File: config.mk
export PLATFORM = sky130hd
export DESIGN_NAME = ps2_key_rx
export DESIGN_NICKNAME = d
export VERILOG_FILES = /design/src/rtl/ps2_pkg.sv /design/src/rtl/ps2_line_filter.sv /design/src/rtl/ps2_key_rx.sv
export SDC_FILE = /design/constraint.sdc
export NUM_CORES = 1
export LEC_CHECK = 0
export CORE_MARGIN = 4
export CORE_UTILIZATION = 30
export CTS_BUF_LIST = sky130_fd_sc_hd__clkbuf_4 sky130_fd_sc_hd__clkbuf_8
export CTS_CLUSTER_DIAMETER = 50
export CTS_CLUSTER_SIZE = 8
export DETAILED_ROUTE_END_ITERATION = 8
export GPL_TIMING_DRIVEN = 1
export PLACE_DENSITY_LB_ADDON = 0.2
export SLEW_MARGIN = 20
export SYNTH_ARGS = -nofsm -noshare
export SYNTH_HDL_FRONTEND = slang
export SYNTH_SLANG_ARGS = --single-unit
File: constraint.sdc
create_clock -name clk -period 2.83 [get_ports clk]
set_input_delay 0.849 -clock clk [delete_from_list [all_inputs] [get_ports clk]]
set_output_delay 0.849 -clock clk [all_outputs]
set_load 0.02 [all_outputs]
File: src/rtl/ps2_pkg.sv
// Shared types and constants for the PS/2 keyboard receiver.
package ps2_pkg;

  // Prefix bytes sent by the keyboard ahead of the key code.
  localparam logic [7:0] E0 = 8'hE0;
  localparam logic [7:0] E1 = 8'hE1;
  localparam logic [7:0] F0 = 8'hF0;

  typedef enum logic [2:0] {
    IDLE,
    DATA,
    PARITY,
    STOP,
    BYTE
  } ps2_fsm_t;

  typedef struct packed {
    logic       toggle;
    logic       pressed;
    logic       ext;
    logic [7:0] code;
  } ps2_event_t;

  // Keyboard replies and status codes that carry no key meaning on their own.
  function automatic logic is_non_key(input logic [7:0] c);
    case (c)
      8'h00, 8'hAA, 8'hEE, 8'hFA, 8'hFC, 8'hFD, 8'hFE, 8'hFF: is_non_key = 1'b1;
      default:                                                  is_non_key = 1'b0;
    endcase
  endfunction

endpackage

File: src/rtl/ps2_line_filter.sv
// PS/2 line conditioning: 2-flop synchronisers on clock and data, a
// saturating-count glitch filter on the clock, and a falling-edge strobe.
module ps2_line_filter #(
  parameter int FILTER_LEN = 8
) (
  input  logic clk_i,
  input  logic rst_ni,
  input  logic ps2_clk_i,
  input  logic ps2_data_i,
  output logic strobe_o,
  output logic data_o
);

  localparam int CNT_W = (FILTER_LEN > 1) ? $clog2(FILTER_LEN) : 1;
  localparam logic [CNT_W-1:0] CNT_MAX = CNT_W'(FILTER_LEN - 1);

  logic             clk_meta_q, clk_sync_q;
  logic             dat_meta_q, dat_sync_q;
  logic             filt_q, filt_prev_q;
  logic [CNT_W-1:0] cnt_q;

  // Bring both asynchronous lines into the clk domain; idle level is high.
  always_ff @(posedge clk_i or negedge rst_ni) begin
    if (!rst_ni) begin
      clk_meta_q <= 1'b1;
      clk_sync_q <= 1'b1;
      dat_meta_q <= 1'b1;
      dat_sync_q <= 1'b1;
    end else begin
      clk_meta_q <= ps2_clk_i;
      clk_sync_q <= clk_meta_q;
      dat_meta_q <= ps2_data_i;
      dat_sync_q <= dat_meta_q;
    end
  end

  // Filtered clock only follows the line after FILTER_LEN consecutive differing samples.
  always_ff @(posedge clk_i or negedge rst_ni) begin
    if (!rst_ni) begin
      filt_q      <= 1'b1;
      filt_prev_q <= 1'b1;
      cnt_q       <= '0;
    end else begin
      filt_prev_q <= filt_q;
      if (clk_sync_q == filt_q) begin
        cnt_q <= '0;
      end else if (cnt_q == CNT_MAX) begin
        filt_q <= clk_sync_q;
        cnt_q  <= '0;
      end else begin
        cnt_q <= cnt_q + 1'b1;
      end
    end
  end

  assign strobe_o = filt_prev_q & ~filt_q;
  assign data_o   = dat_sync_q;

endmodule

File: src/rtl/ps2_key_rx.sv
// PS/2 keyboard receiver producing the 11-bit toggle-format key event word
// {toggle, pressed, extended, code}. Optional build macro
// PS2_REPEAT_FILTER_EN adds a pressed-key table that suppresses typematic
// repeats of make codes.
module ps2_key_rx
  import ps2_pkg::*;
#(
  parameter real CLK_FREQ   = 96.0,
  parameter int  TIMEOUT_US = 200,
  parameter int  FILTER_LEN = 8
) (
  input  logic        clk,
  input  logic        reset_n,
  input  logic        ps2_clk,
  input  logic        ps2_data,
  output logic [10:0] ps2_key,
  output logic        key_strobe,
  output logic        frame_err,
  output ps2_fsm_t    dbg_state
);

  localparam int WDOG_RAW  = int'(CLK_FREQ * real'(TIMEOUT_US));
  localparam int WDOG_LOAD = (WDOG_RAW < 1) ? 1 : WDOG_RAW;
  localparam int WDOG_W    = $clog2(WDOG_LOAD + 1);
  localparam logic [WDOG_W-1:0] WDOG_INIT = WDOG_W'(WDOG_LOAD);

  logic strobe;
  logic sdata;

  ps2_line_filter #(
    .FILTER_LEN(FILTER_LEN)
  ) u_filter (
    .clk_i     (clk),
    .rst_ni    (reset_n),
    .ps2_clk_i (ps2_clk),
    .ps2_data_i(ps2_data),
    .strobe_o  (strobe),
    .data_o    (sdata)
  );

  ps2_fsm_t          state_q;
  logic [2:0]        bit_cnt_q;
  logic [7:0]        shift_q;
  logic              par_q;
  logic              ext_q;
  logic              rel_q;
  logic [2:0]        skip_q;
  logic [WDOG_W-1:0] wdog_q;
  ps2_event_t        key_q;
  logic              key_strobe_q;
  logic              frame_err_q;
  logic              timeout;

`ifdef PS2_REPEAT_FILTER_EN
  logic [511:0] pressed_tbl_q;
  logic [8:0]   tbl_idx;
  assign tbl_idx = {ext_q, shift_q};
`endif

  // Inter-edge gap exceeded while a frame is in progress.
  assign timeout = (state_q != IDLE) && !strobe && (wdog_q == '0);

  // Watchdog reloads on every sample strobe and counts down towards zero.
  always_ff @(posedge clk or negedge reset_n) begin
    if (!reset_n) begin
      wdog_q <= '0;
    end else if (strobe) begin
      wdog_q <= WDOG_INIT;
    end else if (wdog_q != '0) begin
      wdog_q <= wdog_q - 1'b1;
    end
  end

  // Frame FSM, prefix tracking and event generation with registered outputs.
  always_ff @(posedge clk or negedge reset_n) begin
    if (!reset_n) begin
      state_q      <= IDLE;
      bit_cnt_q    <= '0;
      shift_q      <= '0;
      par_q        <= 1'b0;
      ext_q        <= 1'b0;
      rel_q        <= 1'b0;
      skip_q       <= '0;
      key_q        <= '0;
      key_strobe_q <= 1'b0;
      frame_err_q  <= 1'b0;
`ifdef PS2_REPEAT_FILTER_EN
      pressed_tbl_q <= '0;
`endif
    end else begin
      key_strobe_q <= 1'b0;
      frame_err_q  <= 1'b0;
      if (timeout) begin
        // Abandon the partial frame and any pending prefixes; skip count survives.
        state_q     <= IDLE;
        bit_cnt_q   <= '0;
        frame_err_q <= 1'b1;
        ext_q       <= 1'b0;
        rel_q       <= 1'b0;
      end else begin
        case (state_q)
          IDLE: begin
            if (strobe) begin
              if (!sdata) begin
                state_q   <= DATA;
                bit_cnt_q <= '0;
              end else begin
                frame_err_q <= 1'b1;
                ext_q       <= 1'b0;
                rel_q       <= 1'b0;
              end
            end
          end
          DATA: begin
            if (strobe) begin
              shift_q <= {sdata, shift_q[7:1]};
              if (bit_cnt_q == 3'd7) begin
                state_q <= PARITY;
              end else begin
                bit_cnt_q <= bit_cnt_q + 3'd1;
              end
            end
          end
          PARITY: begin
            if (strobe) begin
              par_q   <= sdata;
              state_q <= STOP;
            end
          end
          STOP: begin
            if (strobe) begin
              if (sdata && (^{shift_q, par_q})) begin
                state_q <= BYTE;
              end else begin
                state_q     <= IDLE;
                frame_err_q <= 1'b1;
                ext_q       <= 1'b0;
                rel_q       <= 1'b0;
              end
            end
          end
          BYTE: begin
            state_q <= IDLE;
            if (skip_q != '0) begin
              skip_q <= skip_q - 3'd1;
            end else if (shift_q == E1) begin
              // Pause sequence: swallow the remaining seven bytes.
              skip_q <= 3'd7;
              ext_q  <= 1'b0;
              rel_q  <= 1'b0;
            end else if (shift_q == E0) begin
              ext_q <= 1'b1;
            end else if (shift_q == F0) begin
              rel_q <= 1'b1;
            end else if (!ext_q && !rel_q && is_non_key(shift_q)) begin
              // Status/reply byte with no prefix: no key event.
            end else begin
              ext_q <= 1'b0;
              rel_q <= 1'b0;
`ifdef PS2_REPEAT_FILTER_EN
              if (rel_q || !pressed_tbl_q[tbl_idx]) begin
                key_q        <= '{toggle: ~key_q.toggle, pressed: ~rel_q, ext: ext_q, code: shift_q};
                key_strobe_q <= 1'b1;
                pressed_tbl_q[tbl_idx] <= ~rel_q;
              end
`else
              key_q        <= '{toggle: ~key_q.toggle, pressed: ~rel_q, ext: ext_q, code: shift_q};
              key_strobe_q <= 1'b1;
`endif
            end
          end
          default: state_q <= IDLE;
        endcase
      end
    end
  end

  assign ps2_key    = key_q;
  assign key_strobe = key_strobe_q;
  assign frame_err  = frame_err_q;
  assign dbg_state  = state_q;

endmodule
Word level (Yosys, flattened, before mapping)
Index checks and enable logic that the tools add are counted.
{ "classes": {"add_sub_neg": 4, "multipliers": 0, "div": 0, "order_cmp": 0, "n_eq_ne": 31, "n_shift": 0, "mux": 58, "bitwise_logic": 11, "n_reduce_logical": 29} }
{ "ops": {"columns": ["operator", "count"], "rows": [
  ["equality test 8 bit, second input constant", 10],
  ["2-to-1 mux 3 bit", 17],
  ["2-to-1 mux 1 bit", 34],
  ["2-to-1 mux 15 bit", 2],
  ["!= test 3 bit, second input constant", 9],
  ["AND reduction 8 bit", 2],
  ["zero test 15 bit", 1],
  ["!= test 5 bit, second input constant", 3],
  ["nonzero test 15 bit", 1],
  ["subtractor 15 x 1 -> 15 bit, second input constant", 1],
  ["case mux 3 bit (4 select lines)", 1],
  ["NOT 1 bit", 10],
  ["equality test 3 bit, second input constant", 3],
  ["AND reduction 3 bit", 3],
  ["nonzero test 3 bit", 3],
  ["XOR reduction 9 bit", 1],
  ["zero test 8 bit", 1],
  ["OR reduction 8 bit", 1],
  ["AND reduction 7 bit", 1],
  ["adder 3 x 1 -> 3 bit, second input constant", 2],
  ["equality test 3 x 2 -> 1 bit, second input constant", 2],
  ["case mux 1 bit (3 select lines)", 2],
  ["case mux 3 bit (2 select lines)", 1],
  ["AND reduction 6 bit", 1],
  ["14 further kinds", 21]
]} }
{ "word_totals": {"reg_bits": 57, "latchBits": 0, "mem_bits_rw": 0, "romBits": 0, "inputBits": 4, "output_inout_bits": 16, "word_cells": 154, "memories": 0} }

Logic depth before layout (Yosys ltp)
{ "depth": {"ltp_word": 17, "ltp_mapped": 10, "depth_no_buf": 8} }

By module
Synthesis repeated with hierarchy kept, for this count alone.
{ "hier_totals": {"hier_cells": 258, "hier_area_um2": 2917.8} }
{ "modules_own_cells": {"columns": ["module", "n_inst", "cells_each", "area_each_um2", "seq_area_each_um2"], "rows": [
  ["ps2_key_rx", 1, 241, 2606.2, 1201.2],
  ["ps2_line_filter", 1, 17, 311.5, 232.7]
]} }

Worst setup path after synthesis
OpenSTA, ideal clock, no wires.
{ "synth_timing": {"path_kind": "register to register", "startpoint": "register wdog_q[0]", "endpoint": "register key_q, in the netlist ps2_key[4]", "setup_ps": 128, "arrival_time_ps": 2047, "required_time_ps": 2702, "slack_ps": 656, "path_stages_with_launch": 11, "n_path_buf": 2, "synth_period_minus_slack_ps": 2174, "cell_sequence": "dfrtp_1 inv_1 ha_1 nor4b_1 and4_1 buf_6 a21oi_2 nand2_1 nor2_1 buf_2 mux2_1"} }
{ "synth_via": {"elab_chain_len": 4} }
{ "synth_lines": {"columns": ["item", "line", "rtl"], "rows": [
  ["start: declaration", "ps2_key_rx.sv:48", "logic [WDOG_W-1:0] wdog_q;"],
  ["start signal: assignment", "ps2_key_rx.sv:70", "wdog_q <= wdog_q - 1'b1;"],
  ["zero test 15 bit", "ps2_key_rx.sv:61", "assign timeout = (state_q != IDLE) && !strobe && (wdog_q == '0);"],
  ["logical AND 1 bit", "ps2_key_rx.sv:61", null],
  ["NOT 1 bit (no line)", null, null],
  ["AND reduction 7 bit (no line)", null, null],
  ["end signal: assignment", "ps2_key_rx.sv:167", "key_q <= '{toggle: ~key_q.toggle, pressed: ~rel_q, ext: ext_q, code: shift_q};"],
  ["end: declaration", "ps2_key_rx.sv:49", "ps2_event_t key_q;"]
]} }
Every way passes these cells.
A chain may end at the register's enable or synchronous reset.

Worst setup path in the final report
{ "layout_timing": {"startpoint": "register wdog_q[0]", "endpoint": "register bit_cnt_q[0]"} }
{ "layout_via": {"elab_chain_len": 4, "elab_cells_between_ends": 9, "cone_classes": "eq/ne: 4; mux: 1; reduce/logical: 4"} }
{ "layout_lines": {"columns": ["item", "line", "rtl"], "rows": [
  ["zero test 15 bit (*)", "ps2_key_rx.sv:61", null],
  ["logical AND 1 bit (*)", "ps2_key_rx.sv:61", null],
  ["!= test 3 bit (no line) / nonzero test 3 bit (equally long branches)", null, null],
  ["AND reduction 5 bit (no line)", null, null],
  ["end signal: assignment", "ps2_key_rx.sv:120", "bit_cnt_q <= bit_cnt_q + 3'd1;"],
  ["end: declaration", "ps2_key_rx.sv:42", "logic [2:0] bit_cnt_q;"]
]} }
Mark *: on every way between the ends. The rest lies on a longest branch, timed or not.

==> flow_summary_export.csv <==
group,metric,value,unit
worst_setup_path,cp_top_family,"simple AND/OR/NAND/NOR gates",
synth,synth_top_cell_area_share,45.7,%
flow_run,max-cap-violations,0,
timing,holdWs,354,ps
floorplan,die_w,105,um
synth,synth_area,2790,sq um
place,port_buffers,19,
synth,synthFlopType,"dfrtp_1",
grt,antenna_found_initial,0,
worst_setup_path,path_class,"register to register",
floorplan,initial_utilization,31.4,%
finish,fillers,891,
power,power_frac_clock,30.0,%
floorplan,io_pins,20,
power,comb_power_share,30.2,%
clocking,cts_hold_buffers,0,
drt,dr.pass1.iters,4,
synth,synthCells,256,
place,place_inst,382,
worst_setup_path,critPathBufInv,2,
finish,final_layout_size_suffix_gt1_share,16.6,%
power,ir_worst_vdd,0.000349,V
drt,ant_nets,0,
worst_setup_path,crit_path_end_kind,"register",
timing,worst_slack,275,ps
power,power_density,903,nW/um^2
power,p_sw_share,33.9,%
place,dp_slack,131,ps
worst_setup_path,rrSetupSlack,270,ps
worst_setup_path,cp_slowest_cell,"and4_1",
power,total_leakage_power,1.47,nW
grt,grt_max_degree,58,
clocking,clkTransAtPathRegs,70,ps
timing,rsz0062_at_grt,"false",
synth,synth_warnings,0,
clocking,clk_path_buf_depth,2,
timing,period_needed,2560,ps
timing,slew_headroom,53.3,%
place,place_congestion,0.817,
status,status,"completed",
synth,synth_area_leader_cell,"dfrtp_1",
synth,synthArstFlopShare,100,%
worst_setup_path,worst_setup_path_start_kind,"register",
clocking,cts.sinks,57,
clocking,cts_setup_buffers,0,
worst_setup_path,crit_fanout,6,
timing,finalHoldViolCount,0,
synth,synth.avg_cell_area,10.9,sq um
worst_setup_path,cp.arrival,2770,ps
floorplan,core_area,8890,sq um
clocking,numCtsBuffers,9,
power,switchingPower,0.00104,W
timing,tightest_slew,698,ps
floorplan,fp.dieH,105,um
timing,setup-tns-final,0,ps
synth,synth_edf_count,0,
power,seqPwrFrac,39.8,%
finish,n_antenna_cell,0,
grt,gr-total-overflow,0,
synth,synth-seq-cells,57,
timing,fmax,391,MHz
worst_setup_path,crit_chain,"inv_1, ha_1, nor4b_1, and4_1, buf_4, nand2_1, nor2_1, a31oi_1, mux2_1",
grt,grt_pass1_wl,9930,um
finish,nets,297,
finish,mostFrequentLayoutCell,"dfrtp_1",
grt,grt_pass1_vias,2087,
drt,drtIter0Drc,90,
timing,setup_viol,0,
hold_path,min_path_type,"register to register",
drt,drc,0,
synth,synth_nets,268,
clocking,clock_latency,330,ps
drt,vias,1981,
finish,final_cell_mix,"51 x dfrtp_1, 19 x nor2_1, 19 x nand2_1",
synth,synth-seq-area-share,51.3,%
finish,area_growth,21.4,%
timing,final_min_period_over_clock_period,90.3,%
clocking,cts_max_level,3,
timing,slew_viol_final,0,
finish,final_util,38.2,%
finish,fin_cells,398,
grt,grt_usage,11.1,%
timing,skew,6.15,ps
drt,avgViaCountPerCell,4.98,
place,dp_hpwl,3830,um
floorplan,rows,34,
floorplan,die_area,10900,sq um
synth,synth_area_leaders,"dfrtp_1 46%, dfstp_2 5.6%, mux2_2 4.4%",
power,internal_power,0.00202,W
drt,drt-total-wl,5540,um
clocking,cts_root_buffer,"clkbuf_8",
drt,routedWlPerCell,13.9,um
synth,synth.distinct_cells,47,
worst_setup_path,critPathMaxStageDelay,460,ps
clocking,cts_tree,"built",
worst_setup_path,crit_required,3040,ps
[per-stage QoR]
step	total power (W)	instance area [sq um]
3_5_place_dp	0.00216	3150
6_report	0.00306	3390
4_1_cts	0.00310	3390
2_1_floorplan	0.00187	2790
5_1_grt	0.00328	3390
3_3_place_gp	0.00214	3150
[repair_timing]
action | 4_1_cts | 5_1_grt
endpoints found under the hold margin | 0 | 0
gates resized for setup | 0 | 1
setup endpoints to repair | 0 | 3
[synth_stat cells (2+ instances only)]
| master | number |
|---|---|
| a31oi_1 | 4 |
| ha_1 | 8 |
| a21oi_1 | 13 |
| nor2_1 | 20 |
| mux2_1 | 8 |
| nor2b_1 | 3 |
| dfstp_2 | 6 |
| and3_1 | 2 |
| a41oi_1 | 2 |
| or4_1 | 2 |
| a211oi_1 | 2 |
| clkbuf_1 | 7 |
| nand4_1 | 3 |
| o211ai_1 | 2 |
| nand4b_1 | 2 |
| nand2b_1 | 2 |
| o21ai_0 | 5 |
| nand3b_1 | 3 |
| xnor2_1 | 11 |
| o31ai_1 | 2 |
| nand3_1 | 11 |
| and4_1 | 2 |
| mux2_2 | 11 |
| inv_1 | 11 |
| xor2_1 | 7 |
| nor3b_1 | 2 |
| nand2_1 | 19 |
| dfrtp_1 | 51 |
| mux2i_1 | 4 |
| nor3_1 | 10 |
| nor4_1 | 5 |
[worst paths after layout]
kind	end	cells after the start	startpoint
setup / recovery	bit_cnt_q[0]	9	wdog_q[0]
min in group asynchronous	wdog_q[4]	2	reset_n
max in group asynchronous	u_filter.clk_meta_q	2	reset_n
setup reg to reg	bit_cnt_q[0]	9	wdog_q[0]
hold reg to reg	u_filter.clk_sync_q	0	u_filter.clk_meta_q
hold / removal	u_filter.clk_sync_q	0	u_filter.clk_meta_q
[registers in the layout, summed over array words and instances, names as in the netlist, 3 cells and up]
register        cells
wdog_q             15
ps2_key            11
shift_q             8
bit_cnt_q           3
dbg_state           3
skip_q              3
u_filter.cnt_q      3
[layer usage]
metal  GRT usage (%)  up-vias  wire, um
met4            5.32        0       114
met1            14.4      975      2680
li1                -      970         -
met5               0        -         0
met2            17.6       25      2570
met3            2.67       11       176
[area by class of cell]
class                           count  area (sq um)  share of cell area [%]
Timing Repair Buffer               28           265                    7.82
Sequential cell                    57          1430                    42.3
Clock inverter                      7           119                    3.50
Inverter                           11          41.3                    1.22
Tap cell                          108           135                    3.98
Clock buffer                        9           124                    3.65
Multi-Input combinational cell    178          1270                    37.6
[power by group through the flow]
| stage | clock, W | sequential (W) | combinational (W) |
|---|---|---|---|
| CTS | 0.000944 | 0.00122 | 0.000934 |
| floorplan | 0 | 0.00121 | 0.000653 |
| finish | 0.000919 | 0.00122 | 0.000925 |
| detailed placement | 0 | 0.00123 | 0.000929 |
| global route | 0.000984 | 0.00126 | 0.00104 |
| global placement | 0 | 0.00123 | 0.000911 |
[kinds of logic (layout without fill, tap and decap cells)]
logic type | after synthesis | count (layout) | share of synthesized area, %
buffers and inverters | 21 | 55 | 3.18
AOI/OAI and AO/OA | 36 | 36 | 8.78
and+or+nand+nor | 92 | 92 | 17.6
DFF | 57 | 57 | 51.3
muxes | 23 | 23 | 9.09
xor gates and xnor gates | 19 | 19 | 6.45
adders and majority gates | 8 | 8 | 3.58
[worst register-to-register path: stages (launching register included)]
cell,delay [ps]
dfrtp_1,380
inv_1,130
ha_1,170
nor4b_1,280
and4_1,460
buf_4,200
nand2_1,160
nor2_1,160
a31oi_1,110
mux2_1,390
Note: power is estimated with default switching activity, not from simulation.
